==> config.mk <==
export PLATFORM = sky130hd
export DESIGN_NAME = mem_port_arbiter
export DESIGN_NICKNAME = d
export VERILOG_FILES = /design/src/rtl/mem_arb_pkg.sv /design/src/rtl/rr_pick2.sv /design/src/rtl/mem_port_arbiter.sv
export SDC_FILE = /design/constraint.sdc
export NUM_CORES = 1
export LEC_CHECK = 0
export CORE_ASPECT_RATIO = 1.5
export CORE_MARGIN = 5
export CORE_UTILIZATION = 37
export CTS_CLUSTER_DIAMETER = 100
export DETAILED_ROUTE_END_ITERATION = 16
export GPL_TIMING_DRIVEN = 0
export PLACE_DENSITY_LB_ADDON = 0.12
export SYNTH_ARGS = -nofsm -noshare
export SYNTH_HDL_FRONTEND = slang
export SYNTH_HIERARCHICAL = 1
export SYNTH_SLANG_ARGS = --single-unit
export TNS_END_PERCENT = 30
==> constraint.sdc <==
create_clock -name clk -period 1.5 [get_ports clk]
set_clock_uncertainty 0.15 [all_clocks]
set_input_delay 0.45 -clock clk [delete_from_list [all_inputs] [get_ports clk]]
set_output_delay 0.45 -clock clk [all_outputs]
set_load 0.01 [all_outputs]
==> src/rtl/mem_arb_pkg.sv <==
// Shared types for the memory-port arbiter: FSM state encoding and requester IDs.
package mem_arb_pkg;

    typedef enum logic [1:0] {
        IDLE   = 2'd0,
        ACCESS = 2'd1,
        DONE   = 2'd2
    } arb_state_e;

    localparam logic REQ_CPU = 1'b0;
    localparam logic REQ_DMA = 1'b1;

endpackage

==> src/rtl/rr_pick2.sv <==
// Combinational two-way round-robin picker; req[0] is the CPU, req[1] the DMA.
module rr_pick2
    import mem_arb_pkg::*;
(
    input  logic [1:0] req,
    input  logic       last,
    output logic       valid,
    output logic       sel
);

    always_comb begin
        valid = |req;
        sel   = REQ_CPU;
        // On a tie the requester that did not win last time is chosen.
        if (req == 2'b11) begin
            sel = ~last;
        end else if (req[1]) begin
            sel = REQ_DMA;
        end
    end

endmodule

==> src/rtl/mem_port_arbiter.sv <==
// Arbitrates the unified memory port between the CPU and the DMA/loader,
// running each granted access for MEM_LAT cycles and pulsing the owner's ack.
module mem_port_arbiter
    import mem_arb_pkg::*;
#(
    parameter int unsigned ADDR_W  = 5,
    parameter int unsigned DATA_W  = 8,
    parameter int unsigned MEM_LAT = 2
) (
    input  logic              clk,
    input  logic              rst,
    input  logic              cpu_req,
    input  logic              cpu_we,
    input  logic [ADDR_W-1:0] cpu_addr,
    input  logic [DATA_W-1:0] cpu_wdata,
    output logic              cpu_ack,
    input  logic              dma_req,
    input  logic              dma_we,
    input  logic [ADDR_W-1:0] dma_addr,
    input  logic [DATA_W-1:0] dma_wdata,
    output logic              dma_ack,
    output logic [DATA_W-1:0] rdata,
    output logic              mem_read,
    output logic              mem_write,
    output logic [ADDR_W-1:0] mem_addr,
    output logic [DATA_W-1:0] mem_wdata,
    input  logic [DATA_W-1:0] mem_rdata,
    output logic              busy,
    output logic              owner
);

    localparam logic [3:0] LAT_M1 = 4'(MEM_LAT - 1);

    arb_state_e        state_q, state_d;
    logic [3:0]        cnt_q, cnt_d;
    logic              last_q, last_d;
    logic              owner_q, owner_d;
    logic              we_q, we_d;
    logic [ADDR_W-1:0] addr_q, addr_d;
    logic [DATA_W-1:0] wdata_q, wdata_d;
    logic [DATA_W-1:0] rdata_q, rdata_d;

    logic pick_valid;
    logic pick_sel;

    rr_pick2 u_pick (
        .req   ({dma_req, cpu_req}),
        .last  (last_q),
        .valid (pick_valid),
        .sel   (pick_sel)
    );

    always_ff @(posedge clk or posedge rst) begin
        if (rst) begin
            state_q <= IDLE;
            cnt_q   <= '0;
            last_q  <= REQ_DMA;
            owner_q <= REQ_CPU;
            we_q    <= 1'b0;
            addr_q  <= '0;
            wdata_q <= '0;
            rdata_q <= '0;
        end else begin
            state_q <= state_d;
            cnt_q   <= cnt_d;
            last_q  <= last_d;
            owner_q <= owner_d;
            we_q    <= we_d;
            addr_q  <= addr_d;
            wdata_q <= wdata_d;
            rdata_q <= rdata_d;
        end
    end

    always_comb begin
        state_d   = state_q;
        cnt_d     = cnt_q;
        last_d    = last_q;
        owner_d   = owner_q;
        we_d      = we_q;
        addr_d    = addr_q;
        wdata_d   = wdata_q;
        rdata_d   = rdata_q;
        mem_read  = 1'b0;
        mem_write = 1'b0;
        cpu_ack   = 1'b0;
        dma_ack   = 1'b0;
        busy      = 1'b0;

        case (state_q)
            IDLE: begin
                if (pick_valid) begin
                    owner_d = pick_sel;
                    last_d  = pick_sel;
                    cnt_d   = LAT_M1;
                    state_d = ACCESS;
                    if (pick_sel == REQ_DMA) begin
                        we_d    = dma_we;
                        addr_d  = dma_addr;
                        wdata_d = dma_wdata;
                    end else begin
                        we_d    = cpu_we;
                        addr_d  = cpu_addr;
                        wdata_d = cpu_wdata;
                    end
                end
            end
            ACCESS: begin
                busy      = 1'b1;
                mem_read  = ~we_q;
                mem_write = we_q;
                if (cnt_q != 4'd0) begin
                    cnt_d = cnt_q - 4'd1;
                end else begin
                    if (!we_q) begin
                        rdata_d = mem_rdata;
                    end
                    state_d = DONE;
                end
            end
            DONE: begin
                busy    = 1'b1;
                cpu_ack = (owner_q == REQ_CPU);
                dma_ack = (owner_q == REQ_DMA);
                state_d = IDLE;
            end
            default: begin
                state_d = IDLE;
            end
        endcase
    end

    assign mem_addr  = addr_q;
    assign mem_wdata = wdata_q;
    assign rdata     = rdata_q;
    assign owner     = owner_q;

endmodule

=== Yosys cells after proc, flatten, opt, wreduce, memory -nomap -nowiden ===
Index checks and enable logic that the tools add are counted.

* Divide/modulo/power cells: 0
* Shift operators: 0
* Reduce and logical (&&, ||, !) cells: 9
* Mux-type cells: 16
* $mul: 0
* $add $sub $neg: 1
* Equal/unequal tests: 6
* $lt $le $gt $ge: 0
* Bitwise gates (word level): 4

{| class="wikitable"
|+ Operator list
! cell !! number
|-
| 2-to-1 mux 1 bit || 8
|-
| 2-to-1 mux 4 bit || 2
|-
| 2-to-1 mux 8 bit || 1
|-
| one-hot mux 4 bit (2 select lines) || 1
|-
| != test 2 bit, second input constant || 3
|-
| AND reduction 3 bit || 2
|-
| 2-to-1 mux 5 bit || 1
|-
| equality test 2 bit, second input constant || 2
|-
| 2-to-1 mux 2 bit || 2
|-
| inverter 1 bit || 4
|-
| one-hot mux 2 bit (2 select lines) || 1
|-
| AND reduction 2 bit || 2
|-
| nonzero test 4 bit || 1
|-
| OR reduction 2 bit || 2
|-
| subtractor 4 x 1 -> 4 bit, second input constant || 1
|-
| equality test 2 x 1 -> 1 bit, second input constant || 1
|-
| logical NOT 2 bit || 1
|-
| nonzero test 2 bit || 1
|}

* Bits in read-only memories: 0
* Bits in registers: 30
* Logic and storage cells: 44
* Memories kept: 0
* Input port bits: 40
* RAM bits: 0
* Latch bits: 0
* Output and inout bits: 27

=== Longest topological paths before layout ===
Gate-level depths: netlist (run 1).

* Depth in word-level cells: 3
* Depth in mapped cells: 7

=== By module ===
The synthesis (run 1) kept the hierarchy.

{| class="wikitable"
|+ Modules (own cells, without submodules)
! module !! area each (µm²) !! times used !! cells an instance
|-
| mem_port_arbiter || 1432.6 || 1 || 130
|-
| rr_pick2 || 13.8 || 1 || 2
|}

=== Worst setup path before layout (run 1) ===
OpenSTA, ideal clock, no wires.

* Kind: flip-flop to flip-flop
* Start point: register state_q[1]
* End point: register cnt_q[0]
* Data required time: 1225 ps
* Clock period less this slack: 1670 ps
* Arrival time: 1395 ps
* Slack: -170 ps
* Stages on the path, launching flop included: 6
* Path through: dfrtp_1 inv_1 ha_1 mux2i_1 a21oi_1 mux2_2

* Longest elaborated chain between the ends: 3
* Elaborated cells on any way between the ends: 7
* Classes of those cells: 3 x eq/ne; 1 x mux; 3 x reduce/logical

{| class="wikitable"
|+ Ends and longest elaborated chain
! item !! RTL line !! RTL
|-
| from (decl) || mem_port_arbiter.sv:34 || <nowiki>arb_state_e state_q, state_d;</nowiki>
|-
| from (signal assigned) || mem_port_arbiter.sv:64 || <nowiki>state_q <= state_d;</nowiki>
|-
| equality test 2 x 1 -> 1 bit / logical NOT 2 bit (equally long branches) || mem_port_arbiter.sv:90 || <nowiki>case (state_q)</nowiki>
|-
| != test 2 bit (no line) / nonzero test 2 bit (equally long branches) || - ||
|-
| AND reduction 3 bit (no line) || - ||
|-
| to (signal assigned) || mem_port_arbiter.sv:65 || <nowiki>cnt_q <= cnt_d;</nowiki>
|-
| to (decl) || mem_port_arbiter.sv:35 || <nowiki>logic [3:0] cnt_q, cnt_d;</nowiki>
|}

Parallel ways exist; a longest one is shown, timed or not.
A chain may end at the register's enable or synchronous reset.

=== Final worst setup path (run 1) ===
* Start point: register state_q[0]
* End point: output mem_read

* Longest elaborated chain between the ends: 2

{| class="wikitable"
|+ Ends and longest elaborated chain
! item !! RTL line !! RTL
|-
| equality test 2 x 1 -> 1 bit || mem_port_arbiter.sv:90 ||
|-
| 2-to-1 mux 1 bit || mem_port_arbiter.sv:90 ||
|-
| to (decl) || mem_port_arbiter.sv:23 || <nowiki>output logic mem_read,</nowiki>
|}

No other way between the ends.

==> flow_metrics.env, run 1 <==
export IMPL_synth_top_cell_by_area="dfrtp_1"
export IMPL_area_growth_pct=69.0
export IMPL_dr_first_iter_drc_count=23
export IMPL_clk_pin_slew_ns=0.07
export IMPL_hp_class="reg2reg"
export IMPL_setup_tns_ns=-4.14
export IMPL_cts_buffers=5
export IMPL_track_usage=0.164
export IMPL_routed_wl_um=4290
export IMPL_synth_edf_count=0
export IMPL_design_area_mm2=0.00244
export IMPL_cp_required_ns=0.90
export IMPL_yosysMostFrequentCell="dfrtp_1"
export IMPL_grt_remaining_overflow=0
export IMPL_cts_root_buf="clkbuf_8"
export IMPL_coreArea_mm2=0.00372
export IMPL_final_hold_viol_count=0
export IMPL_grt_pass1_vias=1390
export IMPL_async_reset_ff_frac=1.00
export IMPL_ys_ff_latch=30
export IMPL_ys_warn_count=6
export IMPL_via_per_inst=4.91
export IMPL_tightest_slew_ns=0.657
export IMPL_post_route_min_period_ns=1.90
export IMPL_synth_fp_nets=177
export IMPL_instances_no_fill=261
export IMPL_dieArea_mm2=0.00529
export IMPL_cts_max_path_buffers=2
export IMPL_failed_checks="setup timing"
export IMPL_die_width_um=61.1
export IMPL_cap_violations=0
export IMPL_synth_commonest_cells="dfrtp_1, a21oi_1, mux2i_1"
export IMPL_port_buffers=66
export IMPL_grt_antenna_before_repair=0
export IMPL_startpoint_type="flop"
export IMPL_finalSetupViolCount=18
export IMPL_r2r_slack_ns=-0.26
export IMPL_cp_end_kind="output port"
export IMPL_synth_top_area_frac=0.502
export IMPL_diodes=0
export IMPL_ys_seq_area_frac=0.520
export IMPL_row_count=27
export IMPL_cts_tree="built"
export IMPL_whs_path_depth=2
export IMPL_drt_pass1_iter_count=4
export IMPL_synthCells=132
export IMPL_htreeDepth=2
export IMPL_clk_latency_ns=0.29
export IMPL_die_y_um=86.6
export IMPL_final_util=0.658
export IMPL_place_gp_congestion=0.691
export IMPL_max_freq_mhz=527
export IMPL_grt_pass1_wl_um=6430
export IMPL_clock_sinks=30
export IMPL_peakVddDrop_mv=1.18
export IMPL_yosys_top_cells_area="dfrtp_1, mux2i_1, mux2_2"
export IMPL_placed_area_mm2=0.00221
export IMPL_drive_above_1_share=0.390
export IMPL_arrival_ns=1.30
export IMPL_nets=262
export IMPL_synth_area_per_cell_um2=11.0
export IMPL_initial_core_util=0.389
export IMPL_synth_cell_area_mm2=0.00145
export IMPL_synth_distinct_cells=26
export IMPL_rsz0062_at_grt="yes"
export IMPL_hold_buffers=0
export IMPL_r2r_cells=6
export IMPL_crit_type="reg2out"
export IMPL_status="finished with violations"
export IMPL_slew_viol_final=0
export IMPL_dp_hpwl_um=3000
export IMPL_grt_max_degree=31
export IMPL_slew_headroom=0.561
export IMPL_fin_ws_ns=-0.396
export IMPL_p_leak_nw=1.11
export IMPL_synth_ff_type="dfrtp_1"
export IMPL_powerDensity_mw_per_mm2=2030
export IMPL_vias=1282
export IMPL_wire_per_inst_um=16.4
export IMPL_worstPathMaxFanout=3
export IMPL_route_detailed_drc=0
export IMPL_period_share=1.26
export IMPL_dp_cells=241
export IMPL_ios=67
export IMPL_drt_antenna_violating_nets=0
==> logic make-up (layout without fill, tap and decap cells) <==
kind of cell / count (synthesis) / in the layout / synth area share
AO/OA/AOI/OAI: 26 / 26 / 0.100
buffers and inverters: 15 / 101 / 0.0424
AND/OR/NAND/NOR: 31 / 31 / 0.112
adder cells (fa/ha/maj): 5 / 5 / 0.0433
flip-flops: 30 / 30 / 0.520
multiplexers: 25 / 25 / 0.182
==> area by class of cell <==
cell class | instances | area, um^2
multi-input cells | 87 | 766
inverters | 9 | 37.5
clock buffers | 6 | 82.6
flip-flops and latches | 30 | 753
repair buffers | 79 | 677
well taps | 43 | 53.8
fillers | 330 | 1270
clock inverters | 2 | 12.5
plain buffers | 5 | 62.6
==> state kept, by name, summed over array words and instances, names as in the netlist <==
signal	count
cnt_q	4
mem_wdata	8
last_q	1
we_q	1
state_q	2
mem_addr	5
rdata	8
owner	1
==> through the flow <==
stage	worst slack [ns]	total power, mW	hold slack, ns
after floorplan	-0.0650	2.79	0.311
after global placement	-0.611	3.83	0.325
after detailed placement	-0.643	3.94	0.328
after CTS	-0.425	4.75	0.343
after global routing	-0.443	5.33	0.374
final	-0.396	4.97	0.344
==> path summary, 6_finish.rpt <==
kind / from / to
max in group asynchronous: rst / owner
min: last_q / last_q
max: state_q[0] / mem_read
max reg2reg: state_q[0] / rdata[3]
min in group asynchronous: rst / rdata[4]
min reg2reg: last_q / last_q
==> placed cells by master, fill, tap and decap left out, types with 2 or more instances in the layout <==
cell type,count
clkinvlp_4,2
mux2_4,7
buf_4,9
o21ai_0,3
clkdlybuf4s50_1,37
dlygate4sd2_1,2
buf_2,21
buf_6,10
inv_2,3
mux2i_1,13
mux2_2,3
clkbuf_2,2
nand2_1,4
inv_1,5
dfrtp_1,28
clkbuf_8,7
ha_4,3
a21oi_1,15
and2_1,2
nor2_1,14
==> worst max-delay path: stages (launching register included) <==
cell	delay, ns
dfrtp_1	0.41
buf_6	0.13
ha_4	0.15
and2b_2	0.20
buf_6	0.12
==> where the power goes <==
part / internal [mW] / switching, mW
sequential: 1.22 / 0.271
clock: 0.368 / 0.321
combinational: 1.48 / 1.31
==> routing by layer <==
metal | wire length (um) | vias up | track usage
li1 | - | 617 | -
met1 | 1530 | 610 | 0.171
met2 | 2400 | 51 | 0.291
met3 | 308 | 4 | 0.0626
met4 | 52 | 0 | 0.0533
met5 | 0 | - | 0
==> what timing repair did <==
action,in CTS,in global routing
pin swaps,7,5
buffers inserted,8,5
endpoints found under the hold margin,0,0
endpoints found under the setup margin,87,39
gates cloned,1,0
resized for setup,121,31
(Power assumes the default switching activity.)
==> run 2: changes to the inputs <==
--- a/config.mk
+++ b/config.mk
@@ -12,6 +12,7 @@
 export DETAILED_ROUTE_END_ITERATION = 16
 export GPL_TIMING_DRIVEN = 0
 export PLACE_DENSITY_LB_ADDON = 0.12
+export SLEW_MARGIN = 20
 export SYNTH_ARGS = -nofsm -noshare
 export SYNTH_HDL_FRONTEND = slang
 export SYNTH_HIERARCHICAL = 1
==> flow_metrics.env, run 2 (synthesis gave the netlist of run 1 again) <==
export IMPL_crit_type="reg2out"
export IMPL_ios=67
export IMPL_worstPathMaxFanout=3
export IMPL_port_buffers=66
export IMPL_die_y_um=86.6
export IMPL_fin_ws_ns=-0.390
export IMPL_layout_commonest_cell="clkdlybuf4s50_1"
export IMPL_failed_checks="setup timing"
export IMPL_drt_pass1_iter_count=4
export IMPL_drt_antenna_violating_nets=0
export IMPL_nets=262
export IMPL_total_power_mw=4.96
export IMPL_whs_path_depth=2
export IMPL_post_route_min_period_ns=1.89
export IMPL_r2r_cells=6
export IMPL_vias=1285
export IMPL_cp_required_ns=0.90
export IMPL_clk_pin_slew_ns=0.07
export IMPL_dr_first_iter_drc_count=20
export IMPL_multi_input_area_um2=766
export IMPL_dp_hpwl_um=3000
export IMPL_die_width_um=61.1
export IMPL_clk_latency_ns=0.29
export IMPL_hp_class="reg2reg"
export IMPL_grt_remaining_overflow=0
export IMPL_rsz0062_at_grt="yes"
export IMPL_wire_per_inst_um=16.3
export IMPL_cts_tree="built"
export IMPL_dieArea_mm2=0.00529
export IMPL_arrival_ns=1.29
export IMPL_row_count=27
export IMPL_cp_end_kind="output port"
export IMPL_cts_max_path_buffers=2
export IMPL_powerDensity_mw_per_mm2=2030
export IMPL_p_leak_nw=1.11
export IMPL_n_fill_cell=329
export IMPL_tightest_slew_ns=0.630
export IMPL_peakVddDrop_mv=1.14
export IMPL_grt_pass1_wl_um=6430
export IMPL_via_per_inst=4.92
export IMPL_cts_buffers=5
export IMPL_startpoint_type="flop"
export IMPL_cap_violations=0
export IMPL_diodes=0
export IMPL_grt_max_degree=31
export IMPL_coreArea_mm2=0.00372
export IMPL_seq_area_um2=753
export IMPL_slew_headroom=0.579
export IMPL_track_usage=0.164
export IMPL_max_freq_mhz=529
export IMPL_grt_antenna_before_repair=0
export IMPL_dp_cells=241
export IMPL_final_hold_viol_count=0
export IMPL_status="finished with violations"
export IMPL_route_detailed_drc=0
export IMPL_instances_no_fill=261
export IMPL_slew_viol_final=0
export IMPL_htreeDepth=2
export IMPL_routed_wl_um=4250
export IMPL_place_gp_congestion=0.691
export IMPL_grt_pass1_vias=1398
export IMPL_finalSetupViolCount=18
export IMPL_initial_core_util=0.389
export IMPL_clock_sinks=30
export IMPL_period_share=1.26
export IMPL_mostFrequentLayoutCells="clkdlybuf4s50_1, dfrtp_1, buf_2, a21oi_1, nor2_1"
export IMPL_area_growth_pct=68.8
export IMPL_cts_root_buf="clkbuf_8"
export IMPL_drive_above_1_share=0.390
[run 2: final cells by class]
type	instances	share of cell area
plain buffers	5	0.0256
well taps	43	0.0220
repair buffers	79	0.277
inverters	9	0.0138
flip-flops and latches	30	0.309
multi-input cells	87	0.314
clock inverters	2	0.00513
clock buffers	6	0.0338
[run 2: final timing paths]
check	from	to	slack, ns
worst min register to register	last_q	last_q	0.34
worst max register to register	state_q[0]	rdata[3]	-0.25
worst max-delay path	state_q[0]	mem_read	-0.39
worst min-delay path	last_q	last_q	0.34
min in group asynchronous	rst	rdata[4]	0.42
max in group asynchronous	rst	owner	0.33
[run 2: repair_timing]
| item | CTS | global route |
|---|---|---|
| setup buffers | 8 | 5 |
| gates cloned | 1 | 0 |
| pin swaps | 7 | 5 |
| hold buffers | 0 | 0 |
| setup endpoints to repair | 57 | 39 |
| gates resized for setup | 120 | 31 |
[run 2: per-layer routing]
layer | vias up | wire length (um) | global-route usage
met5 | - | 0 | 0
met4 | 0 | 74 | 0.0611
met3 | 6 | 320 | 0.0626
met2 | 57 | 2350 | 0.285
met1 | 607 | 1500 | 0.174
li1 | 615 | - | -
[run 2: per-stage QoR]
step	setup slack (ns)	hold WS, ns	utilization	setup TNS (ns)	area [um^2]
2_1_floorplan	-0.0650	0.311	-	-0.623	1490
3_3_place_gp	-0.611	0.325	0.594	-28.72	2210
3_5_place_dp	-0.643	0.328	0.594	-16.33	2210
4_1_cts	-0.425	0.343	0.643	-4.45	2390
5_1_grt	-0.443	0.374	0.657	-5.14	2440
6_report	-0.390	0.343	0.657	-4.06	2440
[run 2: report_power, final]
part	total, mW	switching [mW]	internal [mW]
clock	0.689	0.320	0.368
sequential	1.49	0.266	1.22
combinational	2.79	1.31	1.48
total	4.96	1.89	3.07
[run 2: critical path, cell delays in order, from the launching register on]
cell	delay [ns]
dfrtp_1	0.40
buf_6	0.13
ha_4	0.15
and2b_2	0.20
buf_6	0.12
==> run 3: changes to the inputs <==
--- a/config.mk
+++ b/config.mk
@@ -5,12 +5,14 @@
 export SDC_FILE = /design/constraint.sdc
 export NUM_CORES = 1
 export LEC_CHECK = 0
+export CAP_MARGIN = 40
 export CORE_ASPECT_RATIO = 1.5
 export CORE_MARGIN = 5
 export CORE_UTILIZATION = 37
 export CTS_CLUSTER_DIAMETER = 100
 export DETAILED_ROUTE_END_ITERATION = 16
 export GPL_TIMING_DRIVEN = 0
+export HOLD_SLACK_MARGIN = 0.08
 export PLACE_DENSITY_LB_ADDON = 0.12
 export SLEW_MARGIN = 20
 export SYNTH_ARGS = -nofsm -noshare
==> results of run 3 <==
No change in the layout: final DEF, timing and power equal those of run 2.
